[src/rtl/param_acc_cpu.sv]
// rtl/param_acc_cpu.sv - parametrised two-cycle accumulator CPU with parallel program/data load ports
module param_acc_cpu #(
   parameter int DATA_W = 8,
   parameter int ADDR_W = 5
) (
   input  logic              Clk,
   input  logic              Reset,
   input  logic              Start,
   input  logic [ADDR_W-1:0] Load_addr,
   input  logic              Imem_we,
   input  logic [ADDR_W+2:0] Imem_wdata,
   input  logic              Dmem_we,
   input  logic [DATA_W-1:0] Dmem_wdata,
   output logic [ADDR_W+2:0] Instruction,
   output logic [DATA_W-1:0] Data_mem,
   output logic [DATA_W-1:0] Acc,
   output logic [ADDR_W-1:0] Pc,
   output logic              Zero,
   output logic              Carry,
   output logic              Busy,
   output logic              Halted
);
   localparam int INSTR_W = ADDR_W + 3;
   localparam int DEPTH   = 2 ** ADDR_W;

   localparam logic [2:0] OP_HLT = 3'b000;
   localparam logic [2:0] OP_SKZ = 3'b001;
   localparam logic [2:0] OP_ADD = 3'b010;
   localparam logic [2:0] OP_AND = 3'b011;
   localparam logic [2:0] OP_XOR = 3'b100;
   localparam logic [2:0] OP_LDA = 3'b101;
   localparam logic [2:0] OP_STO = 3'b110;
   localparam logic [2:0] OP_JMP = 3'b111;

   typedef enum logic [1:0] {S_IDLE, S_FETCH, S_EXEC, S_HALT} state_t;

   state_t              r_state;
   logic [ADDR_W-1:0]   r_pc;
   logic [INSTR_W-1:0]  r_ir;
   logic [DATA_W-1:0]   r_acc;
   logic                r_carry;
   logic                r_busy;
   logic                r_halted;
   logic [INSTR_W-1:0]  r_imem [DEPTH];
   logic [DATA_W-1:0]   r_dmem [DEPTH];

   logic                w_loadable;
   logic [2:0]          w_op;
   logic [ADDR_W-1:0]   w_addr;
   logic [DATA_W-1:0]   w_operand;
   logic [DATA_W:0]     w_sum;
   logic                w_zero;
   logic [ADDR_W-1:0]   w_pc_inc1;
   logic [ADDR_W-1:0]   w_pc_inc2;

   assign w_loadable = (r_state == S_IDLE) || (r_state == S_HALT);
   assign w_op       = r_ir[INSTR_W-1 -: 3];
   assign w_addr     = r_ir[ADDR_W-1:0];
   assign w_operand  = r_dmem[w_addr];
   assign w_sum      = {1'b0, r_acc} + {1'b0, w_operand};
   assign w_zero     = (r_acc == '0);
   // Pc arithmetic is ADDR_W wide, so wrap modulo DEPTH falls out for free.
   assign w_pc_inc1  = r_pc + ADDR_W'(1);
   assign w_pc_inc2  = r_pc + ADDR_W'(2);

   always_ff @(posedge Clk) begin
      if (Reset) begin
         r_state  <= S_IDLE;
         r_pc     <= '0;
         r_ir     <= '0;
         r_acc    <= '0;
         r_carry  <= 1'b0;
         r_busy   <= 1'b0;
         r_halted <= 1'b0;
      end else begin
         if (w_loadable && Imem_we) r_imem[Load_addr] <= Imem_wdata;
         if (w_loadable && Dmem_we) r_dmem[Load_addr] <= Dmem_wdata;
         case (r_state)
            S_IDLE, S_HALT: begin
               if (Start) begin
                  r_state  <= S_FETCH;
                  r_pc     <= '0;
                  r_acc    <= '0;
                  r_carry  <= 1'b0;
                  r_busy   <= 1'b1;
                  r_halted <= 1'b0;
               end
            end
            S_FETCH: begin
               r_ir    <= r_imem[r_pc];
               r_state <= S_EXEC;
            end
            S_EXEC: begin
               r_state <= S_FETCH;
               r_pc    <= w_pc_inc1;
               case (w_op)
                  OP_HLT: begin
                     r_pc     <= r_pc;
                     r_state  <= S_HALT;
                     r_busy   <= 1'b0;
                     r_halted <= 1'b1;
                  end
                  OP_SKZ: r_pc <= w_zero ? w_pc_inc2 : w_pc_inc1;
                  OP_ADD: {r_carry, r_acc} <= w_sum;
                  OP_AND: begin
                     r_acc   <= r_acc & w_operand;
                     r_carry <= 1'b0;
                  end
                  OP_XOR: begin
                     r_acc   <= r_acc ^ w_operand;
                     r_carry <= 1'b0;
                  end
                  OP_LDA: r_acc <= w_operand;
                  OP_STO: r_dmem[w_addr] <= r_acc;
                  OP_JMP: r_pc <= w_addr;
                  default: r_pc <= w_pc_inc1;
               endcase
            end
            default: r_state <= S_IDLE;
         endcase
      end
   end

   assign Instruction = r_ir;
   assign Data_mem    = w_operand;
   assign Acc         = r_acc;
   assign Pc          = r_pc;
   assign Zero        = w_zero;
   assign Carry       = r_carry;
   assign Busy        = r_busy;
   assign Halted      = r_halted;
endmodule

[config.mk]
export PLATFORM = sky130hd
export DESIGN_NAME = param_acc_cpu
export DESIGN_NICKNAME = d
export VERILOG_FILES = /design/src/rtl/param_acc_cpu.sv
export SDC_FILE = /design/constraint.sdc
export NUM_CORES = 1
export LEC_CHECK = 0
export BUFFER_PORTS_ARGS = -buffer_cell sky130_fd_sc_hd__buf_2
export CAP_MARGIN = 20
export CORE_MARGIN = 2
export CORE_UTILIZATION = 45
export DETAILED_ROUTE_END_ITERATION = 8
export GPL_TIMING_DRIVEN = 1
export SLEW_MARGIN = 20
export SYNTH_ARGS = -nofsm -noshare
export SYNTH_HDL_FRONTEND = slang
export SYNTH_SLANG_ARGS = --single-unit
[constraint.sdc]
create_clock -name Clk -period 7.45 [get_ports Clk]
set_clock_uncertainty 0.15 [all_clocks]
set_input_delay 1.49 -clock Clk [delete_from_list [all_inputs] [get_ports Clk]]
set_output_delay 1.49 -clock Clk [all_outputs]
set_load 0.01 [all_outputs]
Word level (Yosys, flattened, before mapping):

Memories as Yosys holds them, arrays and structs flattened. A register that Yosys moved wholly into a read port is not among the register bits.
Cells that the tools add are included.

* add/sub/neg operators: 3
* equality and inequality tests: 15
* mux-type cells: 31
* bitwise gates (word level): 2
* reductions and logical operators: 14

Operators by type and width (count)
* 8-bit case mux with 4 select lines: 1
* 8-bit two-way mux: 2
* 8-bit case mux with 2 select lines: 1
* 1-bit two-way mux: 15
* 5-bit two-way mux: 3
* 5-bit case mux with 3 select lines: 1
* 3-bit equality test, second input constant: 4
* 3-bit AND reduction: 4
* 5-bit case mux with 2 select lines: 1
* 8-bit by 8-bit adder with 9-bit output: 1
* 8-bit AND: 1
* 8-bit zero test: 1
* 1-bit case mux with 2 select lines: 4
* 8-bit OR reduction: 1
* 8-bit bitwise XOR: 1
* 3-bit by 2-bit equality test with 1-bit output, second input constant: 2
* 2-bit != test, second input constant: 3
* 2-bit case mux with 3 select lines: 1
* 5-bit by 1-bit adder with 5-bit output, second input constant: 1
* 5-bit by 2-bit adder with 5-bit output, second input constant: 1
* 5-bit by 1-bit != test with 1-bit output, second input constant: 1
* 2-bit equality test, second input constant: 2
* 2-bit two-way mux: 2
* 2-bit OR reduction: 2
* other kinds (8): 9

* flip-flop bits (word level): 18
* RAM bits: 512
* bits of input ports: 26
* output and inout port bits: 33
* word-level logic and storage cells: 73
* memories kept: 2

Memories
* r_dmem: depth 32, width 8, read ports 1, clocked after memory_dff 0, write ports 1, line 45 `logic [DATA_W-1:0] r_dmem [DEPTH];`
* r_imem: depth 32, width 8, read ports 1, clocked after memory_dff 1, write ports 1, line 44 `logic [INSTR_W-1:0] r_imem [DEPTH];`

Logic depth before layout (Yosys ltp):

* word-level depth: 7
* mapped depth: 14
* mapped depth without buffers: 12

Least setup slack after synthesis:

No wires, ideal clock.

* kind: reg-to-reg
* start point: register r_ir[1] (netlist: Instruction[1]), read port of r_imem
* end point: register r_acc[4] (netlist: Acc[4])
* setup time: 62 ps
* arrival time: 3912 ps
* data required time: 7238 ps
* slack: 3326 ps
* stages on the path, launching flop included: 14
* buffers on the path: 2
* clock period less this slack: 4124 ps
* path through: dfxtp_1 -> clkbuf_1 -> clkbuf_1 -> mux4_2 -> mux4_2 -> mux2_2 -> ha_1 -> fa_1 -> a21o_1 -> a21oi_1 -> xnor2_1 -> o21ai_1 -> or4_1 -> nand3_1

* cells in the longest elaborated chain, start to end: 4
* elaborated cells between the ends (all ways): 6
* those cells by class: add/sub (1); mux (2); bitwise (2); memory (1)

RTL lines
* start, declared: line 39 `logic [INSTR_W-1:0] r_ir;`
* memory read 32 x 8 bit
* net Data_mem[0]: line 15 `output logic [DATA_W-1:0] Data_mem,`
* 8-bit by 8-bit adder with 9-bit output: line 60 `assign w_sum = {1'b0, r_acc} + {1'b0, w_operand};`
* 8-bit case mux with 4 select lines: line 96 `case (w_op)`
* 8-bit case mux with 2 select lines: line 78 `case (r_state)`
* end signal, assigned: line 104 `OP_ADD: {r_carry, r_acc} <= w_sum;`
* end signal, assigned: line 106 `r_acc <= r_acc & w_operand;`
* end signal, assigned: line 110 `r_acc <= r_acc ^ w_operand;`
* end, declared: line 40 `logic [DATA_W-1:0] r_acc;`

The timed path passes the listed nets, and every way through them passes these cells.
A chain may end at the register's enable or synchronous reset.

Final worst setup path:

* start point: register r_ir[0] (netlist: Instruction[0]), read port of r_imem
* end point: output Data_mem[4]

* cells in the longest elaborated chain, start to end: 1

RTL lines (line)
* memory read 32 x 8 bit
* end, declared: 15

No other way between the ends.

==> results.md <==
* Outcome: completed
* Commonest non-fill, non-tap cell in the layout: edfxtp_1
* Commonest non-fill, non-tap cells in the layout: 512 x edfxtp_1, 120 x mux4_2, 90 x nor2_1, 58 x mux2i_1, 58 x buf_2
* Worst Setup Start Kind: flip-flop
* Synth unique cells at 54
* Peak Freq at 0.197 GHz
* Vias at 11200
* Async SR Flop Fraction at 0%
* Drt drc at 0
* Clk root buf: clkbuf_16
* Die Wd at 224 um
* Fillers at 3859
* Cell area after synthesis at 21900 sq um
* Vert. Die Dim at 224 um
* Required @ worst endpoint at 5810 ps
* GRT Total Usage at 19.9%
* Setup Fix Bufs, Post-CTS at 0
* DR vias/cell at 5.87
* RePlAce Congestion at 0.845
* CTS tree: yes
* First DRT Iteration DRCs at 1274
* Critical setup path kind: reg -> out
* Post-route ant nets at 0
* Max Slew Vio Count at 0
* Post-Synthesis Cells at 1187
* Share of cells above drive strength 1 at 22.3%
* Final nets at 1288
* Largest net degree at the start of global routing at 56
* Setup TNS at 0 ps
* Crit Reg-Reg Endpoint: Acc[4]
* Cts repair resizes at 0
* Worst reg2reg startpoint: Instruction[0]
* Antenna violations before repair at 4
* CTS H-tree depth at 2
* Seq/Total Area, Yosys at 72.7%
* Final Cycle Share at 68.2%
* P_leak at 7.49 nW
* Hold Vio Cnt, Final at 0
* TritonCTS Buffers at 53
* Total Routed Length at 49.5 mm
* Worst-path fanout max at 46
* Hold Path Depth at 2
* Max_slew headroom at 19.6%
* EDFF count, synth at 512
* Post-Syn Nets at 1227
* Arr. time, crit path at 3440 ps
* Power per standard cell area at 283 nW/um^2
* Post-synthesis register bit count at 538
* Crit path capture type: output port
* Top-level port count at 59
* Critical path startpoint: Instruction[0]
* Die area at 50400 sq um
* Total Power at 6.90 mW
* Synth-to-Final Area Change at 11.6%
* # setup viols final at 0
* Vias in the first global route at 11300
* First-pass iteration count of the detailed router at 5
* PortBufs at 58
* Rows at 80
* Core area at 47800 sq um
* Synth Warn # at 0
* Clock buffer depth at 3
* First-pass GRT wire length at 73.1 mm
* Clk slew on worst S/H paths at 60 ps
* Crit path to: Data_mem[4]
* Ys flop type: edfxtp_1
* Number of max-cap violations at 0
* HP Class: reg -> reg
* Post-layout min period at 5080 ps
* Overflow after GRT at 0
* Later-pin clock latency in the skew report at 590 ps
* Dpl hpwl at 30.2 mm
* Wirelength per Cell at 26.0 um
* Hold Buf Count CTS at 0
* Syn avg cell area at 18.4 sq um
* Slew @ Worst Pin at 1200 ps
* Register-to-register setup slack at 2840 ps
* RSZ-0062 raised after global routing: false
* # clock sinks at 538
* Starting density of the core at 45.7%
* FF-to-FF path depth at 12
* VDD IR-drop max at 0.000175 V
-- flip-flops by register name, indices dropped and copies added (netlist names) --
register     cells
r_dmem         256
r_imem         256
Acc              8
Instruction      8
Pc               5
r_state          2
Busy             1
Carry            1
Halted           1
-- power breakdown --
part | internal, mW | switching (mW) | total [mW]
registers | 3.35 | 0.0925 | 3.44
logic | 0.391 | 0.513 | 0.905
clock network | 1.46 | 1.08 | 2.55
total | 5.21 | 1.69 | 6.90
-- layer usage --
metal	track usage [%]	vias to the layer above	wire length (um)
met3	3.98	88	2960
met2	30.2	339	22500
met1	29.5	5817	22700
li1	-	4929	-
met4	5.75	8	1270
met5	0	-	49
-- critical path: stages (launching register included) --
cell,delay [ps]
dfxtp_4,870
buf_12,370
mux4_2,600
mux4_2,500
mux2_2,330
buf_2,150
-- worst min path at each step --
stage                       end  start
after global routing      Carry  Carry
after global placement     Busy   Busy
after floorplan           Carry  Carry
final                     Carry  Carry
after detailed placement   Busy   Busy
after CTS                 Carry  Carry
-- area by class of cell --
| class | instances | area (sq um) | share of cell area, % |
|---|---|---|---|
| Timing Repair Buffer | 72 | 420 | 1.72 |
| Antenna cell | 1 | 2.50 | 0.0103 |
| Clock inverter | 25 | 228 | 0.934 |
| Clock buffer | 70 | 1410 | 5.78 |
| Tap cell | 615 | 769 | 3.15 |
| Sequential cell | 538 | 15900 | 65.2 |
| Inverter | 7 | 26.3 | 0.108 |
| Multi-Input combinational cell | 576 | 5630 | 23.1 |
-- Yosys cell counts, types with 3 or more instances --
cell	instances	area share, %
nand2b_1	22	0.63
mux2_2	15	0.77
nand2_1	43	0.74
buf_1	7	0.12
edfxtp_1	512	70
nand3b_1	5	0.17
o21bai_1	3	0.10
a22oi_1	3	0.10
clkbuf_1	33	0.57
o211ai_1	4	0.14
o221ai_1	9	0.36
a21oi_1	46	1.1
or2_2	4	0.11
xnor2_1	6	0.24
ha_1	13	0.74
o311ai_0	7	0.28
nor3b_1	5	0.17
o21ai_1	4	0.092
nand3_1	16	0.37
dfxtp_1	26	2.4
inv_1	7	0.12
a211oi_1	10	0.34
and3_1	6	0.17
buf_2	20	0.46
or4_1	6	0.21
mux4_2	120	12
mux2i_1	58	2.7
o21ai_0	24	0.55
o22ai_1	10	0.29
nor2_1	90	1.5
nor3_1	8	0.18
nor2b_1	12	0.34
buf_6	5	0.26
-- through the flow --
stage | utilization, % | setup WS, ps | cell area [sq um] | hold WS, ps | instances
finish | 51.0 | 2370 | 24400 | 333 | 1904
global route | 51.0 | 2170 | 24400 | 385 | 1903
CTS | 51.0 | 2240 | 24400 | 334 | 1903
detailed placement | 47.6 | 2470 | 22800 | 324 | 1808
global placement | 47.6 | 2500 | 22800 | 309 | 1808
floorplan | - | 3330 | 21900 | 344 | 1187
-- cells by family (layout without fill, tap and decap cells) --
| logic type | after synthesis | after routing | share of synthesized area, % |
|---|---|---|---|
| xor gates and xnor gates | 8 | 8 | 0.320 |
| and+or+nand+nor | 227 | 227 | 4.99 |
| muxes | 193 | 193 | 15.8 |
| DFF | 538 | 538 | 72.7 |
| adders and majority gates | 14 | 14 | 0.835 |
| buffers and inverters | 73 | 174 | 1.56 |
| AOI/OAI and AO/OA | 134 | 134 | 3.82 |
| other | 0 | 1 | 0 |
Note: power is estimated with default switching activity, not from simulation.
